==> config.mk <==
export PLATFORM = sky130hd
export DESIGN_NAME = wb_stage_param
export DESIGN_NICKNAME = d
export VERILOG_FILES = /design/src/rtl/wb_stage_param.sv
export SDC_FILE = /design/constraint.sdc
export NUM_CORES = 1
export LEC_CHECK = 0
export BUFFER_PORTS_ARGS = -buffer_cell sky130_fd_sc_hd__buf_2
export CAP_MARGIN = 10
export CELL_PAD_IN_SITES_DETAIL_PLACEMENT = 1
export CELL_PAD_IN_SITES_GLOBAL_PLACEMENT = 1
export CORE_UTILIZATION = 38
export DETAILED_ROUTE_END_ITERATION = 8
export PLACE_DENSITY_LB_ADDON = 0.1
export SLEW_MARGIN = 20
export SYNTH_ARGS = -nofsm -noshare
export SYNTH_HDL_FRONTEND = slang
export SYNTH_SLANG_ARGS = --single-unit
==> constraint.sdc <==
create_clock -name Clk -period 13.2 [get_ports Clk]
set_input_delay 2.64 -clock Clk [delete_from_list [all_inputs] [get_ports Clk]]
set_output_delay 2.64 -clock Clk [all_outputs]
set_load 0.03 [all_outputs]
==> src/rtl/wb_stage_param.sv <==
// Writeback staging buffer: computes the register-file result at enqueue time,
// holds up to DEPTH entries in FIFO order and counts retired (dequeued) entries.

module wbResultCalc #(
  parameter int DATA_W = 32
) (
  input  logic [2:0]        MemToReg,
  input  logic [2:0]        ExtMode,
  input  logic [1:0]        ByteOff,
  input  logic [DATA_W-1:0] MemReadData,
  input  logic [DATA_W-1:0] ALUResult,
  input  logic [DATA_W-1:0] PCPlus4,
  input  logic [DATA_W-1:0] ReadReg1,
  input  logic [DATA_W-1:0] Hi,
  input  logic [DATA_W-1:0] Lo,
  output logic [DATA_W-1:0] result
);
  logic [DATA_W-1:0] sel;
  logic [7:0]        byteV;
  logic [15:0]       halfV;

  always_comb begin
    sel = '0;
    case (MemToReg)
      3'd0: sel = MemReadData;
      3'd1: sel = ALUResult;
      3'd2: sel = PCPlus4;
      3'd3: sel = ReadReg1;
      3'd4: sel = Hi;
      3'd5: sel = Lo;
      default: sel = '0;
    endcase
    // Lanes are taken from the low word only, little-endian.
    byteV = 8'(sel >> {ByteOff, 3'b000});
    halfV = 16'(sel >> {ByteOff[1], 4'b0000});
    result = sel;
    case (ExtMode)
      3'd1: result = {{(DATA_W-16){halfV[15]}}, halfV};
      3'd2: result = {{(DATA_W-8){byteV[7]}}, byteV};
      3'd3: result = {{(DATA_W-16){1'b0}}, halfV};
      3'd4: result = {{(DATA_W-8){1'b0}}, byteV};
      default: result = sel;
    endcase
  end
endmodule

module wb_stage_param #(
  parameter int DATA_W = 32,
  parameter int RAW    = 5,
  parameter int DEPTH  = 2,
  parameter int CNT_W  = 16
) (
  input  logic                Clk,
  input  logic                Reset,
  input  logic                In_Valid,
  output logic                In_Ready,
  input  logic                Flush,
  input  logic                RegWriteCtrl,
  input  logic                Move,
  input  logic                Zero,
  input  logic                RegWrite2WB,
  input  logic                HiLoWrite,
  input  logic [2:0]          MemToReg,
  input  logic [2:0]          ExtMode,
  input  logic [1:0]          ByteOff,
  input  logic [DATA_W-1:0]   MemReadData,
  input  logic [DATA_W-1:0]   ALUResult,
  input  logic [DATA_W-1:0]   PCPlus4,
  input  logic [DATA_W-1:0]   ReadReg1,
  input  logic [DATA_W-1:0]   ReadReg2,
  input  logic [DATA_W-1:0]   Hi,
  input  logic [DATA_W-1:0]   Lo,
  input  logic [2*DATA_W-1:0] HiLoResult,
  input  logic [RAW-1:0]      RegDstResult,
  output logic                O_Valid,
  input  logic                O_Ready,
  output logic                oRegWrite1,
  output logic                oRegWrite2WB,
  output logic                oHiLoWrite,
  output logic [DATA_W-1:0]   oRegWriteData,
  output logic [DATA_W-1:0]   oReadReg2,
  output logic [2*DATA_W-1:0] oHiLoResult,
  output logic [RAW-1:0]      oRegDstResult,
  output logic [CNT_W-1:0]    oRetired
);
  localparam int PW = (DEPTH > 1) ? $clog2(DEPTH) : 1;
  localparam int CW = $clog2(DEPTH + 1);

  typedef struct packed {
    logic                regWrite1;
    logic                regWrite2WB;
    logic                hiLoWrite;
    logic [DATA_W-1:0]   data;
    logic [DATA_W-1:0]   readReg2;
    logic [2*DATA_W-1:0] hiLo;
    logic [RAW-1:0]      rd;
  } entry_t;

  entry_t            mem [DEPTH];
  entry_t            newEntry, head;
  logic [PW-1:0]     headPtr, tailPtr;
  logic [CW-1:0]     count;
  logic [CNT_W-1:0]  retired;
  logic [DATA_W-1:0] result;
  logic              enq, deq;

  function automatic logic [PW-1:0] nextPtr(input logic [PW-1:0] p);
    return (p == PW'(DEPTH - 1)) ? '0 : p + 1'b1;
  endfunction

  wbResultCalc #(.DATA_W(DATA_W)) uCalc (
    .MemToReg(MemToReg), .ExtMode(ExtMode), .ByteOff(ByteOff),
    .MemReadData(MemReadData), .ALUResult(ALUResult), .PCPlus4(PCPlus4),
    .ReadReg1(ReadReg1), .Hi(Hi), .Lo(Lo), .result(result)
  );

  assign In_Ready = (count < CW'(DEPTH));
  assign O_Valid  = (count != '0);
  assign enq      = In_Valid & In_Ready & ~Flush;
  assign deq      = O_Valid & O_Ready & ~Flush;

  always_comb begin
    newEntry             = '0;
    // Writes to r0 are squashed here so the head never advertises them.
    newEntry.regWrite1   = (RegWriteCtrl | (Move & Zero) | RegWrite2WB) & (RegDstResult != '0);
    newEntry.regWrite2WB = RegWrite2WB;
    newEntry.hiLoWrite   = HiLoWrite;
    newEntry.data        = result;
    newEntry.readReg2    = ReadReg2;
    newEntry.hiLo        = HiLoResult;
    newEntry.rd          = RegDstResult;
  end

  always_ff @(posedge Clk or posedge Reset) begin
    if (Reset) begin
      for (int i = 0; i < DEPTH; i++) mem[i] <= '0;
      headPtr <= '0;
      tailPtr <= '0;
      count   <= '0;
      retired <= '0;
    end else if (Flush) begin
      headPtr <= '0;
      tailPtr <= '0;
      count   <= '0;
    end else begin
      if (enq) begin
        mem[tailPtr] <= newEntry;
        tailPtr      <= nextPtr(tailPtr);
      end
      if (deq) begin
        headPtr <= nextPtr(headPtr);
        retired <= retired + 1'b1;
      end
      if (enq && !deq)      count <= count + 1'b1;
      else if (!enq && deq) count <= count - 1'b1;
    end
  end

  // Outputs are gated by O_Valid so an empty buffer shows all zeros.
  assign head          = O_Valid ? mem[headPtr] : '0;
  assign oRegWrite1    = head.regWrite1;
  assign oRegWrite2WB  = head.regWrite2WB;
  assign oHiLoWrite    = head.hiLoWrite;
  assign oRegWriteData = head.data;
  assign oReadReg2     = head.readReg2;
  assign oHiLoResult   = head.hiLo;
  assign oRegDstResult = head.rd;
  assign oRetired      = retired;
endmodule

Word-level counts from Yosys, hierarchy flattened:

Cells that the tools add are included.

* $add $sub $neg: 5
* magnitude comparators: 4
* equality and inequality tests: 9
* shift-type cells: 2
* mux-type cells: 18
* bitwise logic cells: 11
* reductions and logical operators: 13

Operators with widths (number)
* 136-bit 2-to-1 mux: 5
* 272-bit bitwise mux: 1
* 32-bit one-hot mux with 6 select lines: 1
* 136-bit demux with 1-bit select: 1
* 32-bit one-hot mux with 4 select lines: 1
* 32-bit by 5-bit >> shifter with 16-bit output: 1
* 32-bit by 5-bit >> shifter with 8-bit output: 1
* 16-bit by 1-bit adder with 16-bit output (second input constant): 1
* 3-bit by 2-bit == test with 1-bit output (second input constant): 4
* 3-bit == test (second input constant): 3
* 1-bit bitwise AND: 6
* 3-bit by 1-bit == test with 1-bit output (second input constant): 2
* 1-bit 2-to-1 mux: 6
* 2-bit 2-to-1 mux: 3
* 2-bit nonzero test: 3
* 5-bit nonzero test: 1
* 2-bit greater-or-equal comparator (second input constant): 2
* 1-bit inverter with 2-bit output: 2
* 2-bit AND reduction: 2
* 1-bit logical AND: 3
* 3-bit zero test: 1
* 3-bit nonzero test: 1
* 1-bit adder (second input constant): 2
* 2-bit by 1-bit adder with 2-bit output (second input constant): 1
* 6 further kinds: 8

* register bits after elaboration: 292
* input bits: 311
* output and inout bits: 154
* word-level logic and storage cells: 80

Logic depth before layout (Yosys ltp):

Gate-level depths: netlist (run 1).

* word-level depth: 8
* gate-level depth with buffers: 11
* mapped depth without buffers: 6

Modules after synthesis:

Synthesis (run 1) repeated with hierarchy kept, for this count alone.

* cells, all modules: 1581
* area, all modules: 15617.5 µm²

By module, submodules not included
* wb_stage_param: times used 1, cells each 1251, area each 13286.5 µm², sequential area each 7307.0 µm²
* wbResultCalc: times used 1, cells each 330, area each 2331.0 µm², sequential area each 0.0 µm²

Worst setup path after synthesis (run 1):

No wires, ideal clock.

* path kind: input to register
* start: input MemToReg[0]
* end: register mem[256] (netlist bit)
* library setup time: 0.121 ns
* data arrival time: 4.342 ns
* data required time: 13.079 ns
* slack: 8.736 ns
* stages: 7
* path buffers: 1
* cell sequence: buf_6 mux2_4 a222oi_1 mux2_4 nor3_4 or3_4 o22a_1

* longest elaborated chain between the ends: 5
* elaborated cells between the ends (all ways): 11
* those cells by class: 5 x eq/ne; 2 x shift; 3 x mux; 1 x reduce/logical

Ends and longest elaborated chain
* from (decl): line 63 `input logic [2:0] MemToReg,`
* 3-bit == test, or another cell as far along: line 24 `case (MemToReg)`
* 32-bit one-hot mux with 6 select lines (*): line 24
* 32-bit by 5-bit >> shifter with 8-bit output or 32-bit by 5-bit >> shifter with 16-bit output (tied branches): line 34, 35
* 32-bit one-hot mux with 4 select lines (*): line 37 `case (ExtMode)`
* 272-bit bitwise mux (*): line 147 `mem[tailPtr] <= newEntry;`
* to (signal, indexed assignment): line 147
* to (decl): line 99 `entry_t mem [DEPTH];`

Mark *: on every way between the ends. The rest lies on a longest branch, timed or not.
A chain may end at the register's enable or synchronous reset.

Worst setup path in the final report (run 1):

* start: register headPtr
* end: output oHiLoResult[27]

* longest elaborated chain between the ends: 5

Ends and longest elaborated chain
* from (decl): line 101 `logic [PW-1:0] headPtr, tailPtr;`
* from (signal assigned): line 151 `headPtr <= nextPtr(headPtr);`
* 1-bit inverter with 2-bit output (implied by the code): line 160 `assign head = O_Valid ? mem[headPtr] : '0;`
* 136-bit 2-to-1 mux (implied by the code) (3 in a row): line 160
* 136-bit 2-to-1 mux: line 160
* to (decl): line 82 `output logic [2*DATA_W-1:0] oHiLoResult,`

Every way passes these cells. The select of a mux whose other input is x is not followed.

==> flow_summary_export.csv, run 1 <==
group,metric,value,unit
floorplanning,die_h,203,µm
cells_and_area,drive_gt1_frac,0.273,
min_path,hold_class,"flop to flop",
yosys,synthTopCellsByCount,"683 x nand2_1, 292 x dfrtp_1, 195 x nor2_1",
critical_path,critical_path_class,"flop to primary output",
yosys,synth_compound_area_frac,0.0861,
yosys,ys_warn_count,0,
yosys,syn-cell-area,15400,µm²
critical_path,path_depth,4,
cts,cts_buffers,35,
pwr,p_per_area,155,nW/µm²
critical_path,cp_cell_sequence,"buf_4, mux2i_1, nor2_1, buf_2",
yosys,synth_edf_count,0,
cells_and_area,nFillCells,4853,
timing,hold_violations,0,
place,postPlaceCellArea,18000,µm²
critical_path,endpoint_kind,"primary output",
yosys,synth_cell_types,70,
cts,hold_buffers,0,
place,portBuffers,464,
timing,worst_slew_pin_slew,1.05,ns
critical_path,crit_family,"buffers and inverters",
cells_and_area,stdcell_count,2745,
yosys,synth-async-reset-ratio,1.00,
route,via_count,14300,
pwr,ir_drop,62.3,µV
cts,postCtsSetupRepairBufs,0,
run_status,outcome,"finished, final reports clean",
cts,insertion_delay,0.51,ns
yosys,synth_adder_area_share,0.000814,
pwr,power,2.96,mW
cells_and_area,fin_util,0.480,
yosys,synth-xor-area-share,0.0114,
cts,cts_resized,0,
critical_path,path_buf_inv,2,
yosys,ys_seq_area_frac,0.475,
cts,clk_pin_slew,0.06,ns
route,wire_per_inst,20.6,µm
yosys,ys.flop_type,"dfrtp_1",
timing,period_needed,5.65,ns
yosys,synth_nets,2109,
yosys,yosys.area.top_type,"dfrtp_1",
critical_path,worstPathMaxFanout,47,
timing,whs,0.464,ns
yosys,yosysMostFrequentCell,"nand2_1",
flow_run,drv_cap,0,
route,wl,56500,µm
yosys,synth_top_family_by_area,"simple AND/OR/NAND/NOR gates",
critical_path,worst_path_max_delay_cell,"dfrtp_4",
route,drc,0,
cts,htreeDepth,2,
yosys,synth_simple_gate_area_frac,0.252,
timing,clock_skew,0.0164,ns
floorplanning,rows,73,
critical_path,crit_arrival,3.01,ns
yosys,synthDominantCellAreaShare,0.475,
place,dp_cells,2682,
critical_path,cp-start-kind,"flop",
timing,fmaxAchievable,177,MHz
yosys,synth_seq_cells,292,
route,firstDrtPassIters,5,
critical_path,rr_worst_depth,7,
route,postRouteAntennaNets,0,
floorplanning,initial_core_util,0.386,
place,post-dp-hpwl,40100,µm
cells_and_area,final_nets,2506,
floorplanning,die_width,203,µm
global_route,grt_pass1_wl,87400,µm
cts,clock_path_buffers,3,
yosys,yosys-top-cells-area,"dfrtp_1 48%, nand2_1 17%, mux2i_1 11%",
cts,cts_root_buffer,"clkbuf_16",
floorplanning,die_area,41200,µm²
critical_path,worst_path_largest_cell_delay,1.02,ns
timing,setup_viol,0,
timing,rsz0062_at_grt,"no",
global_route,grt_pass1_vias,15100,
global_route,track_usage,0.274,
timing,setup_tns,0,ns
min_path,min_path_cells,1,
global_route,grt_max_degree,84,
route,viasPerCell,5.21,
floorplanning,io_pins,465,
cts,cts_tree,"built",
critical_path,worstPathRequired,10.56,ns
cts,clock_sinks,292,
cells_and_area,design_area,19100,µm²
timing,period_share,0.428,
place,dpl_worst_slack,7.18,ns
pwr,cellLeakagePower,9.83,nW
timing,worst_slack,7.55,ns
yosys,synthMuxAreaShare,0.137,
timing,slew_headroom,0.303,
cells_and_area,syn_to_final_growth,24.4,%
global_route,overflow,0,
timing,maxSlewViolCount,0,
floorplanning,core-area,39800,µm²
place,gp_congestion,0.900,
route,drt_iter0_markers,786,
global_route,grt_antenna_before_repair,7,
yosys,synth_cells,1797,
yosys,synth.avg_cell_area,8.55,µm²
-- cell families after synthesis --
| family | count (synthesis) |
|---|---|
| AND/OR/NAND/NOR | 965 |
| XOR/XNOR | 20 |
| flip-flops | 292 |
| multiplexers | 198 |
| buffers and inverters | 133 |
| adder cells (fa/ha/maj) | 1 |
| AO/OA/AOI/OAI | 188 |
-- worst paths after layout --
| kind | start | endpoint | slack [ns] |
|---|---|---|---|
| max | headPtr | oHiLoResult[27] | 7.55 |
| min | oRetired[15] | oRetired[15] | 0.46 |
| max reg2reg | count[1] | mem[247] | 10.29 |
| min reg2reg | oRetired[15] | oRetired[15] | 0.46 |
| max in group asynchronous | Reset | mem[168] | 8.95 |
| min in group asynchronous | Reset | mem[86] | 2.19 |
-- report_power, final --
part           switching [mW]  internal (mW)
logic                   0.486          0.281
clock network           0.368          0.570
registers               0.133           1.12
total                   0.987           1.97
-- flip-flops by register name, summed over array words and instances, names as in the netlist --
| register | count |
|---|---|
| oRetired | 16 |
| headPtr | 1 |
| count | 2 |
| mem | 272 |
| tailPtr | 1 |
-- metal layers --
layer | share of wire | routed length [µm] | GRT usage | vias to the layer above
li1 | - | - | - | 6714
met1 | 0.40 | 22800 | 0.334 | 7027
met2 | 0.51 | 28500 | 0.479 | 442
met3 | 0.043 | 2450 | 0.0356 | 104
met4 | 0.047 | 2650 | 0.129 | 4
met5 | 0.00041 | 23 | 0 | -
-- cell usage in the layout (no fill, tap or decap), drive strengths merged, types with 3 or more instances in the layout --
cell     instances
a211oi           9
a21oi           45
a221o            4
a221oi           5
a222oi           6
a22o             3
a22oi           19
a31oi            5
and2             7
and3             5
and3b            3
buf            482
clkbuf          51
clkinv           5
dfrtp          292
diode            5
inv             11
mux2            25
mux2i          166
mux4             7
nand2          683
nand2b          12
nand3            9
nand4            6
nor2           195
nor2b           10
nor3            13
nor3b            3
o21ai           44
o221a            5
o22a            11
o22ai            6
o2bb2ai          6
o31ai            4
o32ai            5
or2              9
or3              3
xnor2           13
xor2             7
-- final cells by class --
cell class              count  area [µm²]  share of cell area
multi-input cells        1372        7520               0.393
flip-flops and latches    292        7310               0.382
repair buffers            482        2460               0.129
clock buffers              51        1020              0.0531
well taps                 525         657              0.0344
clock inverters             7        88.8             0.00465
inverters                  11        48.8             0.00255
diodes                      5        12.5            0.000654
Power figures use the tool's default switching activity.
==> inputs of run 2 (changes only) <==
--- a/config.mk
+++ b/config.mk
@@ -9,7 +9,7 @@
 export CAP_MARGIN = 10
 export CELL_PAD_IN_SITES_DETAIL_PLACEMENT = 1
 export CELL_PAD_IN_SITES_GLOBAL_PLACEMENT = 1
-export CORE_UTILIZATION = 38
+export CORE_UTILIZATION = 34
 export DETAILED_ROUTE_END_ITERATION = 8
 export PLACE_DENSITY_LB_ADDON = 0.1
 export SLEW_MARGIN = 20
==> constraint.sdc (replaced) <==
create_clock -name Clk -period 4.8 [get_ports Clk]
set_input_delay 0.96 -clock Clk [delete_from_list [all_inputs] [get_ports Clk]]
set_output_delay 0.96 -clock Clk [all_outputs]
set_load 0.03 [all_outputs]
==> run 2 against run 1 <==
  * Largest cell class unchanged
  * Clock skew decreased by 0.011 ns
  * Cell area is 1.8% higher
  * Combinational power rose to 2.8 times the previous value
  * Register-to-register slack lost 7.8 ns
  * Die area up 12%
  * Worst hold slack better by 0.0062 ns
  * Critical path depth unchanged
  * Power grew to 2.8 times the previous value
  * Final cell count grew 2.8%
  * Critical path type unchanged
  * Global-route usage decreased by 2.5 points
  * Worst setup slack lost 6.3 ns
==> flow_summary_export.csv, run 2 (synthesis gave the netlist of run 1 again) <==
group,metric,value,unit
place,gp_congestion,0.864,
critical_path,crit_family,"flip-flops",
route,postRouteAntennaNets,0,
critical_path,endpoint_kind,"primary output",
global_route,grt_pass1_vias,15300,
route,via_count,14200,
pwr,ir_drop,238,µV
cells_and_area,fin_util,0.438,
min_path,hold_class,"flop to flop",
floorplanning,rows,77,
cts,hold_buffers,0,
timing,rsz0062_at_grt,"no",
cts,cts_root_buffer,"clkbuf_16",
cts,clock_path_buffers,3,
cells_and_area,largest_register_ffs,272,
cells_and_area,drive_gt1_frac,0.277,
timing,fmaxAchievable,285,MHz
cts,clock_sinks,292,
cts,clk_pin_slew,0.06,ns
timing,period_needed,3.51,ns
route,firstDrtPassIters,4,
cells_and_area,final_common_cell,"nand2_1",
timing,whs,0.471,ns
timing,slew_headroom,0.330,
place,post-dp-hpwl,40900,µm
timing,setup_tns,0,ns
place,portBuffers,464,
timing,hold_violations,0,
route,wire_per_inst,20.4,µm
cts,postCtsSetupRepairBufs,0,
cells_and_area,final_nets,2514,
route,drt_iter0_markers,782,
flow_run,drv_cap,0,
floorplanning,die_width,215,µm
global_route,overflow,0,
floorplanning,core-area,44400,µm²
timing,maxSlewViolCount,0,
cts,cts_buffers,35,
critical_path,cp_cell_sequence,"buf_12, mux2i_1, nor2_1, buf_2",
critical_path,cp-start-kind,"flop",
floorplanning,initial_core_util,0.346,
route,drc,0,
pwr,p_sw,2.76,mW
critical_path,worstPathMaxFanout,55,
pwr,cellLeakagePower,9.95,nW
pwr,swShare,0.334,
critical_path,worst_path_largest_cell_delay,0.94,ns
place,postPlaceCellArea,18300,µm²
cells_and_area,top_register,"mem",
pwr,pwr-share-comb,0.261,
critical_path,path_buf_inv,2,
cells_and_area,layout_common_cells,"682 x nand2_1, 464 x buf_2, 291 x dfrtp_1",
global_route,grt_max_degree,97,
pwr,p_per_area,426,nW/µm²
critical_path,worstPathRequired,3.84,ns
pwr,seq_power_share,0.416,
run_status,outcome,"finished, final reports clean",
cts,insertion_delay,0.51,ns
critical_path,worst_path_max_delay_cell,"dfrtp_4",
pwr,clkPwrFrac,0.323,
timing,setup_viol,0,
global_route,grt_antenna_before_repair,5,
critical_path,crit_arrival,2.55,ns
pwr,intPower,5.52,mW
pwr,power,8.28,mW
floorplanning,io_pins,465,
timing,clock_skew,0.00584,ns
cts,cts_resized,0,
route,viasPerCell,5.04,
route,wl,57400,µm
timing,period_share,0.730,
cts,cts_tree,"built",
floorplanning,die_h,215,µm
critical_path,critical_path_class,"flop to primary output",
cts,htreeDepth,2,
cells_and_area,syn_to_final_growth,26.6,%
timing,worst_slew_pin_slew,1.00,ns
global_route,track_usage,0.249,
floorplanning,die_area,46100,µm²
global_route,grt_pass1_wl,89800,µm
cells_and_area,design_area,19500,µm²
[run 2: cell count changes in the layout (fill, tap and decap cells not counted), sizes merged]
cell	delta
clkinvlp	+2
clkinv	+2
inv	-2
buf	+8
diode	-1
[run 2: per-stage QoR]
stage | setup WS (ns) | cells
6_report | 1.29 | 2821
5_1_grt | 1.17 | 2820
3_5_place_dp | 1.06 | 2756
2_1_floorplan | -0.0352 | 1797
4_1_cts | 1.22 | 2816
3_3_place_gp | 1.12 | 2756
[run 2: path summary, 6_finish.rpt]
| check | slack (ns) | start | to | cells past startpoint |
|---|---|---|---|---|
| setup / recovery | 1.29 | headPtr | oHiLoResult[63] | 4 |
| hold / removal | 0.47 | mem[188] | mem[188] | 2 |
| setup reg to reg | 2.45 | count[1] | mem[128] | 7 |
| hold reg to reg | 0.47 | mem[188] | mem[188] | 2 |
| max in group asynchronous | 3.14 | Reset | mem[185] | 4 |
| min in group asynchronous | 0.54 | Reset | mem[89] | 2 |
[run 2: layer usage]
layer	vias up	routed length, µm	GRT usage
met1	7030	23800	0.307
li1	6739	-	-
met5	-	11	0
met2	373	29900	0.446
met3	72	2120	0.0335
met4	2	1650	0.0826
[run 2: cell type report]
class | count | area (µm²)
Clock buffer | 51 | 1060
Inverter | 11 | 45.0
Antenna cell | 4 | 10.0
Multi-Input combinational cell | 1372 | 7520
Fill cell | 5382 | 25000
Sequential cell | 292 | 7310
Clock inverter | 9 | 97.6
Timing Repair Buffer | 490 | 2680
Tap cell | 592 | 741
[run 2: power groups by stage]
| stage | combinational, mW | clock [mW] | sequential, mW |
|---|---|---|---|
| floorplan | 1.46 | 0 | 3.42 |
| global placement | 2.12 | 0 | 3.46 |
| detailed placement | 2.18 | 0 | 3.49 |
| CTS | 2.19 | 2.76 | 3.45 |
| global route | 2.40 | 2.84 | 3.53 |
| finish | 2.16 | 2.68 | 3.45 |
[run 2: worst register-to-register path: cells and delay by family (launching register included)]
family	cells	cell delay [ns]
and+or+nand+nor	4	1.02
AOI/OAI and AO/OA	1	0.13
DFF	1	0.46
buffers and inverters	2	0.67
